<file path="config.mk">
export PLATFORM = sky130hd
export DESIGN_NAME = btn_conditioner
export DESIGN_NICKNAME = d
export VERILOG_FILES = /design/src/rtl/btn_conditioner.sv
export SDC_FILE = /design/constraint.sdc
export NUM_CORES = 1
export LEC_CHECK = 0
export CAP_MARGIN = 20
export CORE_MARGIN = 10
export CORE_UTILIZATION = 60
export DETAILED_ROUTE_END_ITERATION = 16
export PLACE_DENSITY = 0.77
export SLEW_MARGIN = 10
export SYNTH_ARGS = -nofsm -noshare
export SYNTH_HDL_FRONTEND = slang
export SYNTH_SLANG_ARGS = --single-unit
</file>
<file path="constraint.sdc">
create_clock -name clk -period 3.6 [get_ports clk]
set_input_delay 1.08 -clock clk [delete_from_list [all_inputs] [get_ports clk]]
set_output_delay 1.08 -clock clk [all_outputs]
set_load 0.05 [all_outputs]
</file>
<file path="src/rtl/btn_conditioner.sv">
// Button conditioner: four raw push-buttons in, one-cycle one-hot move
// commands out. Each bit is synchronised and debounced on its own; the
// debounced set is priority-encoded (U > D > R > L) and auto-repeated
// while held.
//
// state  | meaning
// -------+------------------------------------------------------------
// IDLE   | no move in progress; first pulse issued as soon as allowed
// DELAY  | first pulse issued, waiting REPEAT_DELAY cycles for repeat
// REPEAT | repeating every REPEAT_PERIOD cycles while code is unchanged
module btn_conditioner #(
    parameter int CNT_W           = 32,
    parameter int DEBOUNCE_CYCLES = 1000000,
    parameter int REPEAT_DELAY    = 25000000,
    parameter int REPEAT_PERIOD   = 5000000
) (
    input  logic       clk,
    input  logic       rst,
    input  logic [3:0] btns_raw,
    input  logic       hold,
    output logic [3:0] btns,
    output logic       move_tick,
    output logic [1:0] btn_state
);

    typedef enum logic [1:0] {
        IDLE   = 2'd0,
        DELAY  = 2'd1,
        REPEAT = 2'd2
    } state_t;

    localparam logic [CNT_W-1:0] DEB_LAST = CNT_W'(DEBOUNCE_CYCLES - 1);
    localparam logic [CNT_W-1:0] RD_LAST  = CNT_W'(REPEAT_DELAY - 1);
    localparam logic [CNT_W-1:0] RP_LAST  = CNT_W'(REPEAT_PERIOD - 1);

    // Limits must fit the counters, otherwise a terminal count is never hit.
    if (DEBOUNCE_CYCLES < 1 || REPEAT_DELAY < 1 || REPEAT_PERIOD < 1 ||
        $clog2(DEBOUNCE_CYCLES) > CNT_W || $clog2(REPEAT_DELAY) > CNT_W ||
        $clog2(REPEAT_PERIOD) > CNT_W) begin : g_bad_params
        $error("btn_conditioner: counter limits out of range for CNT_W");
    end

    logic [3:0]       s1;
    logic [3:0]       s2;
    logic [3:0]       deb;
    logic [CNT_W-1:0] dcnt [4];
    logic [3:0]       sel;
    logic [3:0]       cur;
    logic [CNT_W-1:0] cnt;
    state_t           state;

    // Two-flop synchroniser per button bit.
    always_ff @(posedge clk) begin
        if (!rst) begin
            s1 <= '0;
            s2 <= '0;
        end else begin
            s1 <= btns_raw;
            s2 <= s2_next(s1);
        end
    end

    function automatic logic [3:0] s2_next(input logic [3:0] v);
        return v;
    endfunction

    // Per-bit debounce: level changes only after a full run of mismatches.
    always_ff @(posedge clk) begin
        if (!rst) begin
            deb <= '0;
            for (int i = 0; i < 4; i++) dcnt[i] <= '0;
        end else begin
            for (int i = 0; i < 4; i++) begin
                if (s2[i] == deb[i]) begin
                    dcnt[i] <= '0;
                end else if (dcnt[i] == DEB_LAST) begin
                    deb[i]  <= s2[i];
                    dcnt[i] <= '0;
                end else begin
                    dcnt[i] <= dcnt[i] + CNT_W'(1);
                end
            end
        end
    end

    // Priority select of the debounced buttons, one-hot result.
    always_comb begin
        sel = 4'b0000;
        if (deb[3])      sel = 4'b1000;
        else if (deb[2]) sel = 4'b0100;
        else if (deb[1]) sel = 4'b0010;
        else if (deb[0]) sel = 4'b0001;
    end

    // Pulse / auto-repeat sequencer with registered outputs.
    always_ff @(posedge clk) begin
        if (!rst) begin
            state     <= IDLE;
            cur       <= '0;
            cnt       <= '0;
            btns      <= '0;
            move_tick <= 1'b0;
        end else begin
            case (state)
                IDLE: begin
                    if (!hold && sel != 4'b0000) begin
                        btns      <= sel;
                        move_tick <= 1'b1;
                        cur       <= sel;
                        cnt       <= '0;
                        state     <= DELAY;
                    end else begin
                        btns      <= '0;
                        move_tick <= 1'b0;
                    end
                end
                DELAY, REPEAT: begin
                    // A changed code goes back through IDLE so it gets a fresh first pulse.
                    if (hold || sel != cur) begin
                        btns      <= '0;
                        move_tick <= 1'b0;
                        state     <= IDLE;
                    end else if (cnt == ((state == DELAY) ? RD_LAST : RP_LAST)) begin
                        btns      <= cur;
                        move_tick <= 1'b1;
                        cnt       <= '0;
                        state     <= REPEAT;
                    end else begin
                        btns      <= '0;
                        move_tick <= 1'b0;
                        cnt       <= cnt + CNT_W'(1);
                    end
                end
                default: begin
                    btns      <= '0;
                    move_tick <= 1'b0;
                    state     <= IDLE;
                end
            endcase
        end
    end

    assign btn_state = state;

endmodule
</file>
==> results, run 1 <==
- The number of fill cells in the layout is 1,331.
- After detailed routing, the number of remaining DRC violations is 0.
- The upper clock frequency limit is 331.6 MHz.
- For this design the ratio of total power to cell area is approximately 390 nW/um2.
- The post-CTS setup-driven buffer insertion count is 0.
- Of the total power, combinational logic draws about 3.3%.
- Data on the critical path is required at its endpoint by 3.94 ns.
- The smallest clock period supported by the final layout is computed as approximately 3 ns.
- The detailed-route wire length per cell is 14.11 um.
- The area of the die is 22,380 um2.
- The via density per instance is 5.612.
- Summing all non-filler instances in the final layout gives an area of 11,390 um2.
- The family with the most delay on the worst path is simple AND/OR/NAND/NOR gates.
- During synthesis, Yosys emitted a total of 0 warnings.
- The starting DRC count in detailed routing is 451.
- The number of pins with negative max-slew slack in the final report is 0.
- The number of synthesized flops with an enable pin is 128.
- The switching fraction of total power is between 20% and 30%.
- For this design, the CTS-stage hold fixing added 0 buffers.
- Across the routed clock network, the largest skew measured is 0.01032 ns.
- The clock root buffer is sky130_fd_sc_hd__clkbuf_16.
- The total grt overflow is 0.
- 0 antenna diodes ended up in the layout.
- The critical path goes through clkdlybuf4s50_1 -> or3b_4 -> mux2i_4 -> a32oi_4 -> or4_1 -> a211oi_1.
- The number of nets in the final layout is 1,139.
- The clock latency at the later pin of the worst-skew pair is 0.43 ns.
- The number of global-route vias before repair was 7,050.
- The wire length reported by the detailed router is approximately 19,000 um.
- The switching power is 0.9302 mW.
- Of the available clock period, the critical path in the final layout requires 83.78%.
- The sequential cell area fraction in the yosys report is between 40 and 50%.
- A synthesized cell averages 10.13 um2.
- In the layout the commonest cells are sky130_fd_sc_hd__nor2_1 (148), sky130_fd_sc_hd__edfxtp_1 (128), sky130_fd_sc_hd__conb_1 (128).
- The number of port buffers is 13.
- In this design, the stage delay of the slowest critical-path cell is 0.61 ns.
- The final total negative setup slack is 0 ns.
- In this run, synthesis produced a sequential element count of approximately 180.
- The pre-antenna-repair detailed-routing pass consisted of 5 iterations.
- Across the whole layout, storage elements account for 4945 um2.
- The flow ran to the end, and the final reports show no timing, DRC or antenna violations.
- The critical path startpoint category is an input port.
- In this run the worst hold path is classified as flop to flop.
- The final weighted congestion of routability-driven global placement is about 0.82.
- The die is 149.6 um tall.
- Clock tree synthesis found a total of 183 sinks.
- The internal cell power is 3.466 mW.
- The routed layout has 7,615 vias.
- In the global route stage, overall resource usage came out at roughly 18%.
- The share of total power dissipated in the clock network is between 40 and 50%.
- The largest driver fanout on the critical path is 36.
- The initial utilization of the core area, before any placement, comes to 61.00%.
- The number of hold violations in the final report was 0.
- The slowest stage cell on the critical path is sky130_fd_sc_hd__or4_1.
- The most used flip-flop cell after synthesis is sky130_fd_sc_hd__edfxtp_1.
- The max-cap violation count is 0.
- The pin count of the biggest net entering global routing is 37.
- Setup repair after global routing left no endpoint under its margin.
- The die width is 149.6 um.
- The area of the mapped netlist is just over 10,000 um2.
- The H-tree generated during clock tree synthesis spans 4 levels.
- The number of cell rows is 47.
- The worst pin sits at a relative slew slack of 39.17%.
- The layout cell share with drive strength beyond 1 is 6.860%.
- The worst-case IR drop observed on VDD is 0.3390 mV.
- The area growth from synthesis to layout is 12.96%.
- The placed wire-length estimate after detailed placement is 13,150 um.
- The kind of critical path is input port to flop.
- Counting the buffers created by CTS gives 17.
- The cell count after synthesis came out at 995.
- At the worst endpoint, the arrival time is 3.35 ns.
- The top-level port count is 14.
- The clock passes through at most 2 buffers.
- The number of antenna violations at the first check in global routing is 0.
- The wire length of the first global-routing pass is around 33,000 um.
- For the pin with the worst max-slew slack, the measured transition is 0.9125 ns.
- Counting distinct cell types in the post-synthesis netlist gives 62.
- The clock-pin slew on the worst setup and hold paths is 0.06 ns.
- The region available for standard cell placement spans 16,520 um2.
- The detail route stage leaves a number of antenna-violating nets equal to 0.
- The final-report setup violation count is 0.
- TritonCTS built the clock tree.
- The static leakage is roughly 3.7 nW.
- The library cell used most frequently in the layout, excluding fill and tap cells, is sky130_fd_sc_hd__nor2_1.
- Of the total power, registers draw 54.3%.
- The post-place instance area is 10,800 um2.
- Counting flops with an async set or reset pin after synthesis yields a share of 0%.
- Summing all multi-input logic gate instances after layout gives roughly 5300 um2.
- STA classifies the critical path endpoint as a flop.
- Post-CTS repair changed the size of 0 cells.
- The worst path buffer plus inverter count is 1.
==> cells in the mapped netlist, drive strengths merged (22+ instances only) <==
cell type  number  area, um2
or4            26      195.2
edfxtp        128       3844
nand4          51      319.1
and3           27      170.2
xor2           65      569.3
nor2          148      555.5
buf            23      182.7
nor4           28      181.4
nand2          63      236.5
dfxtp          55       1101
nand3          65      325.3
nor3           22      115.1
xnor2          54      491.7
a211oi         26      275.3
==> final timing paths <==
kind	start	end	slack [ns]	cells past startpoint
worst max register to register	btn_state[1]$_SDFFE_PN0P_	cnt[18]$_SDFFE_PN0P_	0.59	7
worst min-delay path	s1[2]$_SDFF_PN0_	s2[2]$_SDFF_PN0_	0.44	1
worst max-delay path	hold	cnt[18]$_SDFFE_PN0P_	0.58	6
worst min register to register	s1[2]$_SDFF_PN0_	s2[2]$_SDFF_PN0_	0.44	1
==> stage by stage <==
stage | power [mW] | hold slack (ns) | setup WS, ns | util, % | instances
3_3_place_gp | 2.568 | 0.4143 | 0.2143 | 65.35 | 1325
2_1_floorplan | 2.528 | 0.4119 | 0.8268 | - | 1122
4_1_cts | 4.428 | 0.4390 | 0.5759 | 68.90 | 1357
3_5_place_dp | 2.574 | 0.4255 | 0.1554 | 65.35 | 1325
5_1_grt | 4.541 | 0.4598 | 0.4010 | 68.90 | 1357
6_report | 4.396 | 0.4361 | 0.5839 | 68.90 | 1357
==> flip-flops by register name (all words and copies together) (netlist names), 2 cells and up <==
signal,cells
deb,4
cur,4
s1,4
btns,4
btn_state,2
cnt,32
dcnt,128
s2,4
==> power by group through the flow <==
stage	combinational (mW)	sequential, mW	clock (mW)
CTS	0.144	2.39	1.90
floorplan	0.117	2.41	0
global placement	0.141	2.43	0
detailed placement	0.142	2.43	0
finish	0.147	2.39	1.86
global route	0.170	2.40	1.98
==> cells by family (layout without fill, tap and decap cells) <==
family                     count (synthesis)  in the layout  synth area share, %
xor gates and xnor gates                 119            119                10.53
adders and majority gates                  8              8               0.9931
buffers and inverters                     66             81                3.513
and+or+nand+nor                          517            517                27.56
muxes                                      5              5               0.6207
AOI/OAI and AO/OA                         96             96                7.696
DFF                                      183            183                49.06
other                                      1            128              0.03720
==> routing by layer <==
layer	routed length, um	GRT usage (%)
met1	9076	23.88
met2	9233	28.19
met3	637	2.899
met4	196	5.594
met5	0	0
==> area by class of cell <==
| type | instances | area share [%] |
|---|---|---|
| Multi-Input combinational cell | 873 | 46.18 |
| Timing Repair Buffer | 28 | 2.132 |
| Sequential cell | 183 | 43.43 |
| Tap cell | 220 | 2.418 |
| Clock buffer | 23 | 4.286 |
| Inverter | 21 | 0.6923 |
| Clock inverter | 9 | 0.8681 |
Note: power is estimated with default switching activity, not from simulation.
==> run 2: changes to the inputs <==
CORE_UTILIZATION = 57   (was 60)
PLACE_DENSITY = 0.76   (was 0.77)
clock period = 2.43 ns   (was 3.6 ns; I/O delays follow)
==> results, run 2 (same netlist as run 1, synthesis figures left out) <==
- The run finished with clean final reports.
- The area of the die is 23,400 um2 (+4.6%).
- The wire length reported by the detailed router is 20,370 um (+6.4%).
- The final-report setup violation count is 0 (unchanged).
- The worst supply voltage drop on vdd is 0.5496 mV (+62%).
- The die width is 153.0 um (+2.3%).
- The upper clock frequency limit is 415.7 MHz.
- The worst setup path is captured at a flop.
- The kind of critical path is flop to flop.
- The TritonCTS clock tree is built.
- The number of port buffers is 13 (unchanged).
- The area taken by flip-flops and latches is 4952 um2 (+0.15%).
- The data arrival time of the worst path came to 2.75 ns (-0.60 ns).
- The number of antenna violations at the first check in global routing is 0 (unchanged).
- The area of the core region is 17,300 um2 (+4.7%).
- The slew at the pin closest to its max-slew limit was 0.6019 ns (-0.3105 ns).
- The final weighted congestion of routability-driven global placement is 0.8071 (-1.1%).
- The clock root buffer is sky130_fd_sc_hd__clkbuf_16.
- The number of stages on the worst hold path was 1 (unchanged).
- The fraction of the cycle the final worst path needs is between 90% and 100%.
- The starting DRC count in detailed routing is 574 (+27%).
- The all-layer global routing usage is 17.43% (-0.17 points).
- The slowest stage of the critical path is the sky130_fd_sc_hd__or4_1 cell.
- The detailed-route wire length per cell is 14.57 um (+3.3%).
- Walking the worst path, the cells encountered are inv_2 -> ha_4 -> or3b_4 -> mux2i_4 -> a32oi_4 -> buf_12 -> or4_1 -> a211oi_1.
- The worst clock skew was 0.01193 ns (+0.001613 ns).
- The layout overhead on the synthesized area is 17.95%.
- The sum of internal, switching and leakage power is 6.518 mW (+48%).
- The total grt overflow is 0 (unchanged).
- The number of cells on the worst reg-to-reg path is 8 (+1).
- The library cells used most frequently in the layout, excluding fill and tap cells, are sky130_fd_sc_hd__nor2_1 (148), sky130_fd_sc_hd__edfxtp_1 (128), sky130_fd_sc_hd__conb_1 (128).
- The layout cell share with drive strength beyond 1 is 11.76% (+4.9 points).
- The remaining routing DRC violations is 0 (unchanged).
- The multi-input combinational cell area came to 5349 um2 (+1.7%).
- The family with the most delay on the worst path is simple AND/OR/NAND/NOR gates.
- The number of hold violations in the final report is 0 (unchanged).
- The largest registers in the layout are dcnt (128), cnt (32).
- The worst slew slack as a fraction of its limit is 59.56% (+20 points).
- The static leakage was 3.997 nW (+7.7%).
- The worst path buffer plus inverter count is 2 (+1).
- The pin count of the biggest net entering global routing is 36 (-2.7%).
- The number of pins with negative max-slew slack in the final report is 0 (unchanged).
- The data required time at the worst endpoint is 2.77 ns (-1.17 ns).
- The total inserted antenna cells is 0 (unchanged).
- The y dimension of the die was 153.0 um (+2.3%).
- The path type of the worst min-delay path is flop to flop.
- The initial core utilization was 58.28% (-2.7 points).
- The hold buffer count at CTS came to 0 (unchanged).
- The max-cap violation count is 0 (unchanged).
- The number of sinks on the clock net is 183 (unchanged).
- The shortest period the worst path allows is roughly 2.4 ns.
- The first-pass iteration count of the detailed router is 5 (unchanged).
- The core occupancy in the finished layout is 68.74% (-0.17 points).
- The level count of the clock H-tree is 4 (unchanged).
- The clock latency at the later pin of the worst-skew pair is 0.43 ns (about the same).
- The clock-pin slew on the worst setup and hold paths is 0.07 ns (about the same).
- The number of cell rows was 48 (+2.1%).
- The top-level port count was 14 (unchanged).
- Setup repair after global routing could not meet its margin everywhere.
- The wire length of the first global-routing pass is 35,360 um (+7.4%).
- The placed wire-length estimate after detailed placement came to 13,800 um (+4.9%).
- The register bank with the most flops is dcnt.
- The number of clock buffers inserted by TritonCTS is 17 (unchanged).
- The count of antenna-violating nets left after detailed routing is 0 (unchanged).
- The number of fill cells in the layout was 1,357 (+2.0%).
- The largest driver fanout on the critical path is 18 (-50%).
- The via density per instance came to 5.546 (-1.2%).
- STA classifies the critical path startpoint as a flop.
- The delay of the slowest critical-path stage is 0.50 ns (-0.11 ns).
- The number of global-route vias before repair came to 7,523 (+6.7%).
- The via count is 7,754 (+1.8%).
- The worst reg-to-reg setup slack is 0.02 ns (-0.57 ns).
- The worst hold margin is 0.4393 ns (+0.003203 ns).
- The number of buffers on the longest clock path is 2 (unchanged).
- The power density over cell area came to 548.3 nW/um2 (+42%).
- The commonest non-fill, non-tap cell in the layout is sky130_fd_sc_hd__nor2_1.
- The number of flip-flops under the largest register name is 128 (unchanged).
- The number of nets in the final layout was 1,175 (+3.2%).
- The number of logic stages on the critical path including buffering is 8 (+2).
run 2: cell type report:
type / instances / share of cell area (%)
sequential: 183 / 41.65
tap: 225 / 2.368
inverter: 21 / 0.6841
clock buffer: 22 / 4.178
clock inverter: 10 / 0.7367
timing repair buffer: 64 / 5.388
multi-input combinational: 873 / 44.99
run 2: layer usage:
metal  GRT usage, %  part of all wire (%)
met5              0                     0
met4          5.540                   1.2
met3          2.666                   2.8
met2          29.41                    50
met1          22.41                    46
run 2: where the power goes:
part / internal [mW] / total [mW] / switching (mW)
Sequential: 3.43 / 3.53 / 0.104
Clock: 1.56 / 2.75 / 1.19
Combinational: 0.0948 / 0.232 / 0.137
run 2: what timing repair did:
item                                    4_1_cts  5_1_grt
resized for setup                             2        9
pin swaps                                     1        2
endpoints found under the setup margin       18       18
endpoints found under the hold margin         0        0
gates cloned                                  1        0
setup buffers                                 2        0
run 2: stage by stage:
| stage | instance area, um2 | cells | setup TNS, ns | setup slack (ns) |
|---|---|---|---|---|
| finish | 11890 | 1398 | 0 | 0.02447 |
| global route | 11890 | 1398 | -0.3713 | -0.05182 |
| CTS | 11850 | 1398 | 0 | 0.03666 |
| detailed placement | 11210 | 1363 | -13.45 | -0.5364 |
| global placement | 11210 | 1363 | -12.38 | -0.5018 |
| floorplan | 10620 | 1122 | 0 | 0.002320 |
run 2: worst paths after layout:
kind	start	end
max	btn_state[0]$_SDFFE_PN0P_	cnt[21]$_SDFFE_PN0P_
min reg2reg	s1[3]$_SDFF_PN0_	s2[3]$_SDFF_PN0_
min	s1[3]$_SDFF_PN0_	s2[3]$_SDFF_PN0_
max reg2reg	btn_state[0]$_SDFFE_PN0P_	cnt[21]$_SDFFE_PN0P_
